$ cat config.mk
export PLATFORM = sky130hd
export DESIGN_NAME = r6_frame_gather
export DESIGN_NICKNAME = d
export VERILOG_FILES = /design/src/rtl/r6_frame_gather.sv
export SDC_FILE = /design/constraint.sdc
export NUM_CORES = 1
export LEC_CHECK = 0
export ABC_AREA = 0
export ABC_CLOCK_PERIOD_IN_PS = 2510
export BUFFER_PORTS_ARGS = -buffer_cell sky130_fd_sc_hd__buf_2
export CORE_MARGIN = 4
export CORE_UTILIZATION = 55
export DETAILED_ROUTE_END_ITERATION = 12
export GPL_ROUTABILITY_DRIVEN = 0
export GPL_TIMING_DRIVEN = 0
export PLACE_DENSITY = 0.77
export SLEW_MARGIN = 15
export SYNTH_ARGS = -nofsm -noshare
export SYNTH_HDL_FRONTEND = slang
export SYNTH_SLANG_ARGS = --single-unit
$ cat constraint.sdc
create_clock -name clk -period 2.51 [get_ports clk]
set_input_delay 0.251 -clock clk [delete_from_list [all_inputs] [get_ports clk]]
set_output_delay 0.251 -clock clk [all_outputs]
set_load 0.005 [all_outputs]
$ cat src/rtl/r6_frame_gather.sv
// Radix-6 front end: gathers serial IEEE-754 singles into 6-sample frames,
// flushes tiny exponents to signed zero, and hands frames out through a ping-pong buffer.
module r6_frame_gather #(
    parameter int DW      = 32,
    parameter int N       = 6,
    parameter int EXP_MIN = 14
) (
    input  logic              clk,
    input  logic              rst_n,
    input  logic [DW-1:0]     in_data,
    input  logic              in_valid,
    input  logic              in_sof,
    output logic              in_ready,
    output logic [DW*N-1:0]   out_data,
    output logic              out_valid,
    input  logic              out_ready,
    output logic [15:0]       frame_cnt,
    output logic              ftz_flag,
    output logic              sync_err,
    input  logic              clr_flags
);

    localparam int IW = (N > 1) ? $clog2(N) : 1;

    logic [DW-1:0] bank [2][N];
    logic [IW-1:0] idx;
    logic          wr_bank;
    logic          rd_bank;
    logic [1:0]    full;

    logic          wr_en;
    logic          rd_en;
    logic          resync;
    logic          wr_last;
    logic          flush;
    logic          ftz_hit;
    logic [DW-1:0] wr_word;

    // Keeps the sign, zeroes exponent and mantissa so later exponent decrements cannot wrap.
    function automatic logic [DW-1:0] ftz_word(input logic [DW-1:0] x, input logic do_flush);
        logic [DW-1:0] r;
        r = x;
        if (do_flush) begin
            r = '0;
            r[DW-1] = x[DW-1];
        end
        return r;
    endfunction

    assign in_ready  = !full[wr_bank];
    assign wr_en     = in_valid && in_ready;
    assign out_valid = full[rd_bank];
    assign rd_en     = out_valid && out_ready;

    assign resync  = in_sof && (idx != '0);
    assign wr_last = !resync && (idx == IW'(N - 1));
    assign flush   = in_data[30:23] <= 8'(EXP_MIN);
    assign ftz_hit = flush && (in_data[30:0] != 31'd0);
    assign wr_word = ftz_word(in_data, flush);

    always_comb begin
        out_data = '0;
        for (int i = 0; i < N; i++) begin
            out_data[i*DW +: DW] = bank[rd_bank][i];
        end
    end

    always_ff @(posedge clk or negedge rst_n) begin
        if (!rst_n) begin
            for (int b = 0; b < 2; b++) begin
                for (int i = 0; i < N; i++) begin
                    bank[b][i] <= '0;
                end
            end
            idx       <= '0;
            wr_bank   <= 1'b0;
            rd_bank   <= 1'b0;
            full      <= 2'b00;
            frame_cnt <= 16'd0;
            ftz_flag  <= 1'b0;
            sync_err  <= 1'b0;
        end else begin
            if (wr_en) begin
                // A start-of-frame mid-frame restarts the gather at slot 0.
                if (resync) begin
                    bank[wr_bank][0] <= wr_word;
                    idx              <= IW'(1);
                end else begin
                    bank[wr_bank][idx] <= wr_word;
                    idx                <= wr_last ? '0 : idx + IW'(1);
                end
                if (wr_last) begin
                    wr_bank <= !wr_bank;
                end
            end

            // Completing one bank and releasing the other may happen together.
            for (int b = 0; b < 2; b++) begin
                full[b] <= (full[b] && !(rd_en && (rd_bank == 1'(b))))
                         || (wr_en && wr_last && (wr_bank == 1'(b)));
            end

            if (rd_en) begin
                rd_bank   <= !rd_bank;
                frame_cnt <= frame_cnt + 16'd1;
            end

            ftz_flag <= (wr_en && ftz_hit) || (ftz_flag && !clr_flags);
            sync_err <= (wr_en && resync)  || (sync_err && !clr_flags);
        end
    end

endmodule

==> After elaboration in Yosys (flattened, before gate mapping) <==
Index checks and enable logic that the tools add are counted.
{ "totals": {"ff_bits": 409, "inputBits": 38, "output_inout_bits": 212, "wordCells": 86} }
{ "op_classes": {"add_sub_neg": 2, "magnitude_cmp": 8, "n_eq_ne": 1, "n_mux": 19, "bitwise_logic": 5, "reduce_logical": 32} }
{ "op_table": {"columns": ["op", "n"], "rows": [
  ["$mux 192", 5],
  ["$bwmux 384", 2],
  ["$demux 192 s1", 2],
  ["$mux 384", 1],
  ["$demux 32 s3", 1],
  ["$mux 32", 1],
  ["$mux 31", 1],
  ["$reduce_bool 31->1", 1],
  ["$logic_and 1x1->1", 18],
  ["$add 16x1->16 const B", 1],
  ["$le 8x4->1 const B", 1],
  ["$logic_not 1->1", 7],
  ["$mux 3", 2],
  ["$ge 2x2->1 const B", 2],
  ["$ge 4x4->1 const B", 1],
  ["$logic_or 1x1->1", 4],
  ["$lt 1x2->1 const B", 2],
  ["$lt 4x1->1 const B", 1],
  ["$mux 1", 4],
  ["$not 1->2", 2],
  ["$not 3->4", 1],
  ["$add 3x1->3 const B", 1],
  ["$eq 3x3->1 const B", 1],
  ["$reduce_bool 3->1", 1],
  ["3 further kinds", 4]
]} }

==> Logic depth before layout (Yosys ltp) <==
{ "depth": {"ltp_word": 9, "depth_mapped": 9, "ltp_nobuf": 6} }

==> Worst setup path after synthesis <==
Ideal clock, no wire load.
{ "synth_path": {"path_type": "reg2reg", "start": "reg idx[0]", "end": "reg bank[161] in the netlist's numbering", "setup_time_ns": 0.125, "t_arrival_ns": 2.141, "required_time_ns": 2.385, "setup_slack_ns": 0.245, "path_stages_with_launch": 9, "n_path_buf": 2, "period_less_slack_ns": 2.265, "cell_sequence": "dfrtp_1 -> inv_1 -> ha_1 -> nor2b_1 -> clkbuf_1 -> nor2_4 -> o2111a_1 -> buf_2 -> mux2_2"} }
{ "synth_between": {"elab_chain_len": 9, "elab_cells_between_ends": 12, "classes_between": "order compare: 2; mux: 6; bitwise: 1; reduce/logical: 3"} }
{ "synth_lines": {"columns": ["item", "line", "text"], "rows": [
  ["start, declared", "26", "logic [IW-1:0] idx;"],
  ["start signal, assigned", "90", "idx <= wr_last ? '0 : idx + IW'(1);"],
  ["$not 3->4 (not written as such)", "89", "bank[wr_bank][idx] <= wr_word;"],
  ["$ge 4x4->1 (not written as such) / $lt 4x1->1 (equally long branches)", "89", null],
  ["$logic_and 1x1->1 (not written as such)", "89", null],
  ["$mux 32 (not written as such)", "89", null],
  ["$demux 32 s3", "89", null],
  ["$mux 192 (not written as such)", "89", null],
  ["$demux 192 s1", "89", null],
  ["$bwmux 384", "89", null],
  ["$mux 384 (*)", "85", "if (resync) begin"],
  ["end signal, assigned by index", "86", "bank[wr_bank][0] <= wr_word;"],
  ["end signal, assigned by index", "89", null],
  ["end, declared", "25", "logic [DW-1:0] bank [2][N];"]
]} }
Every way passes the cells marked *; elsewhere a longest branch is shown, timed or not.
A chain may end at the register's enable or synchronous reset.

==> Final worst setup path <==
{ "layout_path": {"start": "in in_data[29]", "end": "reg bank[154] in the netlist's numbering"} }
{ "layout_between": {"elab_chain_len": 4, "elab_cells_between_ends": 5, "classes_between": "order compare: 1; mux: 4"} }
{ "layout_lines": {"columns": ["item", "line", "text"], "rows": [
  ["start, declared", "10", "input logic [DW-1:0] in_data,"],
  ["$le 8x4->1 (*)", "57", "assign flush = in_data[30:23] <= 8'(EXP_MIN);"],
  ["$mux 31 (*)", "43", "if (do_flush) begin"],
  ["$bwmux 384, on equally long branches", "89, 86", null],
  ["$mux 384 (*)", "85", null]
]} }
Marked as above.

==> results.json <==
{
  "met1_usage_pct": 38.3,
  "io_pins": 250,
  "n_antenna_cell": 0,
  "nets": 1735,
  "die_x_um": 188,
  "path_clk_slew_ns": 0.06,
  "htreeDepth": 2,
  "drv_slew": 0,
  "hpwl_mm": 34.8,
  "yosysMostFrequentCell": "mux2_2",
  "routed_wl_mm": 49.7,
  "cp_max_fo": 10,
  "r2r_start": "idx[1]",
  "start_util_pct": 56.3,
  "synth-seq-cells": 409,
  "start_kind": "input port",
  "crit_slowest_cell": "nor4_2",
  "drt_pre_antenna_iters": 5,
  "maxCapViolCount": 0,
  "cts_buffer_depth": 3,
  "synthDistinctLibCells": 43,
  "grt_pass1_vias": 13000,
  "fmax_mhz": 403,
  "async_reset_ff_share_pct": 100,
  "synthTopCellsByCount": "mux2_2, dfrtp_1, nand2_1, o21ai_0, clkbuf_1",
  "status": "finished, final reports clean",
  "netlist_instances": 1375,
  "ant_nets": 0,
  "syn_area_per_cell_um2": 13.0,
  "rows": 65,
  "critical_path_class": "input port to register",
  "drive_above_1_share_pct": 48.7,
  "seq_area_frac_synth_pct": 57.2,
  "grt_util_met2_pct": 45.2,
  "critPathCaptureType": "register",
  "cp_common_cell": "nand2_1",
  "synth_ff_type": "dfrtp_1",
  "cts_tree": "done",
  "grt_use_met3_pct": 6.47,
  "finalInstanceArea_um2": 21500,
  "gr-usage-all-layers_pct": 27.9,
  "numPlacedInstances": 2062,
  "post-place-ws_ns": -0.488,
  "r2r_cells": 9,
  "grt_overflow": 0,
  "maxSlewHeadroom_pct": 46.2,
  "worstHoldStart": "in_data[27]",
  "cp_cell_sequence": "buf_2 -> nor4_2 -> nand2_1 -> clkbuf_1 -> buf_1 -> nand2_1 -> o21ai_0",
  "netlist.area_leader.share_pct": 57.2,
  "clock-sinks": 409,
  "clk_latency_ns": 0.53,
  "finalCritPeriodShare_pct": 98.8,
  "synth_area_um2": 17900,
  "synth_edf_count": 0,
  "cts_root_buf": "clkbuf_16",
  "synth_nets": 1417,
  "leakage_uw": 0.0104,
  "die_h_um": 188,
  "routedWlPerCell_um": 23.1,
  "fp.coreArea_um2": 31800,
  "grt_pass1_wl_mm": 77.1,
  "fin_setup_tns_ns": 0,
  "stdcell_count": 2154,
  "post-route-min-period_ns": 2.48,
  "yosys_warnings": 0,
  "viasPerCell": 5.78,
  "power.density_nw_per_um2": 1260,
  "synth_largest_area_cell": "dfrtp_1",
  "antenna_found_initial": 1,
  "slowest_delay_ns": 0.72,
  "placed_area_um2": 19800,
  "drt_iter0_drc": 1057,
  "cts_buffers": 42,
  "setup_ws_ns": 0.0294,
  "die_area_um2": 35500,
  "numPortBuffers": 248,
  "hp-class": "input port to register",
  "tightest_slew_ns": 0.800,
  "final_util_pct": 67.7,
  "min_path_cells": 2,
  "crit_path_start": "in_data[29]",
  "synth_area_leaders": "dfrtp_1, mux2_2, o21ai_0, nand2_1, clkbuf_1",
  "grt_max_degree": 108,
  "grt_busiest_layer": "met2",
  "skew_ns": 0.00637,
  "vias": 12400,
  "finalSetupViolations": 0,
  "ir_drop_mv": 0.682,
  "critPathRequiredTime_ns": 2.90,
  "arrival_ns": 2.87,
  "hold_viol": 0,
  "fillerInstances": 2351,
  "area_growth_pct": 20.3,
  "drc": 0,
  "rsz0062_at_grt": "false"
}
path summary, 6_finish.rpt:
| path | slack, ns | end |
|---|---|---|
| max | 0.03 | bank[154] |
| min | 0.01 | bank[251] |
| max reg2reg | 0.07 | bank[186] |
| min reg2reg | 0.47 | frame_cnt[15] |
| max in group asynchronous | 1.06 | bank[178] |
| min in group asynchronous | 0.17 | frame_cnt[10] |
state kept, by name, indices dropped and copies added (netlist names):
signal / count
frame_cnt: 16
rd_bank: 1
sync_err: 1
idx: 3
wr_bank: 1
bank: 384
ftz_flag: 1
full: 2
metrics by stage:
stage,total power (uW),hold slack (ns)
2_1_floorplan,16500,-0.0446
3_3_place_gp,20300,0.455
3_5_place_dp,20700,0.133
4_1_cts,27200,0.000200
5_1_grt,28700,0.0135
6_report,27200,0.0112
cells by family after synthesis:
family,Yosys count,synth area share [%]
AO/OA/AOI/OAI,156,4.64
XOR/XNOR,15,0.734
adder cells (fa/ha/maj),4,0.280
buffers and inverters,96,2.49
flip-flops,409,57.2
multiplexers,444,28.0
AND/OR/NAND/NOR,251,6.72
layer usage:
layer	part of all wire, %	vias up
met1	42	6418
met5	0.026	-
met2	48	467
met4	2.9	2
li1	-	5465
met3	7.6	96
worst max-delay path, delay by kind of cell:
| kind | cells | cell delay [ns] |
|---|---|---|
| buf+inv | 3 | 0.93 |
| simple gates | 3 | 1.53 |
| compound gates | 1 | 0.15 |
layout by cell type, fill, tap and decap left out, drive strengths merged, types with 2 or more instances in the layout:
master and instances:
nand2b 2, clkinv 3, nand4 8, bufinv 2
mux2i 2, xor2 2, mux2 442, nor4b 4
and4 2, nand2 172, o2111ai 5, and2 28
and3b 2, buf 306, o31ai 2, nor3 5
dlygate4sd3 5, inv 9, nand3 7, nor2b 3
nor4 8, ha 4, xnor2 13, dfrtp 409
nor2 8, a31oi 3, a21oi 2, o21ai 138
clkbuf 115
where the power goes:
| group | leakage (uW) | internal (uW) | switching [uW] |
|---|---|---|---|
| clock network | 0.000682 | 3750 | 2530 |
| registers | 0.00528 | 9320 | 1410 |
| logic | 0.00442 | 5510 | 4670 |
cell type report:
cell class	instances	area, um2	area share, %
clock inverter	6	83.8	0.389
inverter	8	30.0	0.139
tap	435	544	2.53
buffer	87	527	2.45
sequential	409	10200	47.6
multi-input combinational	870	7260	33.7
timing repair buffer	275	1550	7.18
clock buffer	64	1300	6.03
repair_timing:
action                                  4_1_cts  5_1_grt
endpoints found under the setup margin      473      379
resized for setup                            61       17
endpoints found under the hold margin        46        0
pin swaps                                     5        3
gates cloned                                  0        0
hold buffers                                  5        0
buffers inserted                             13        5
Power figures use the tool's default switching activity.
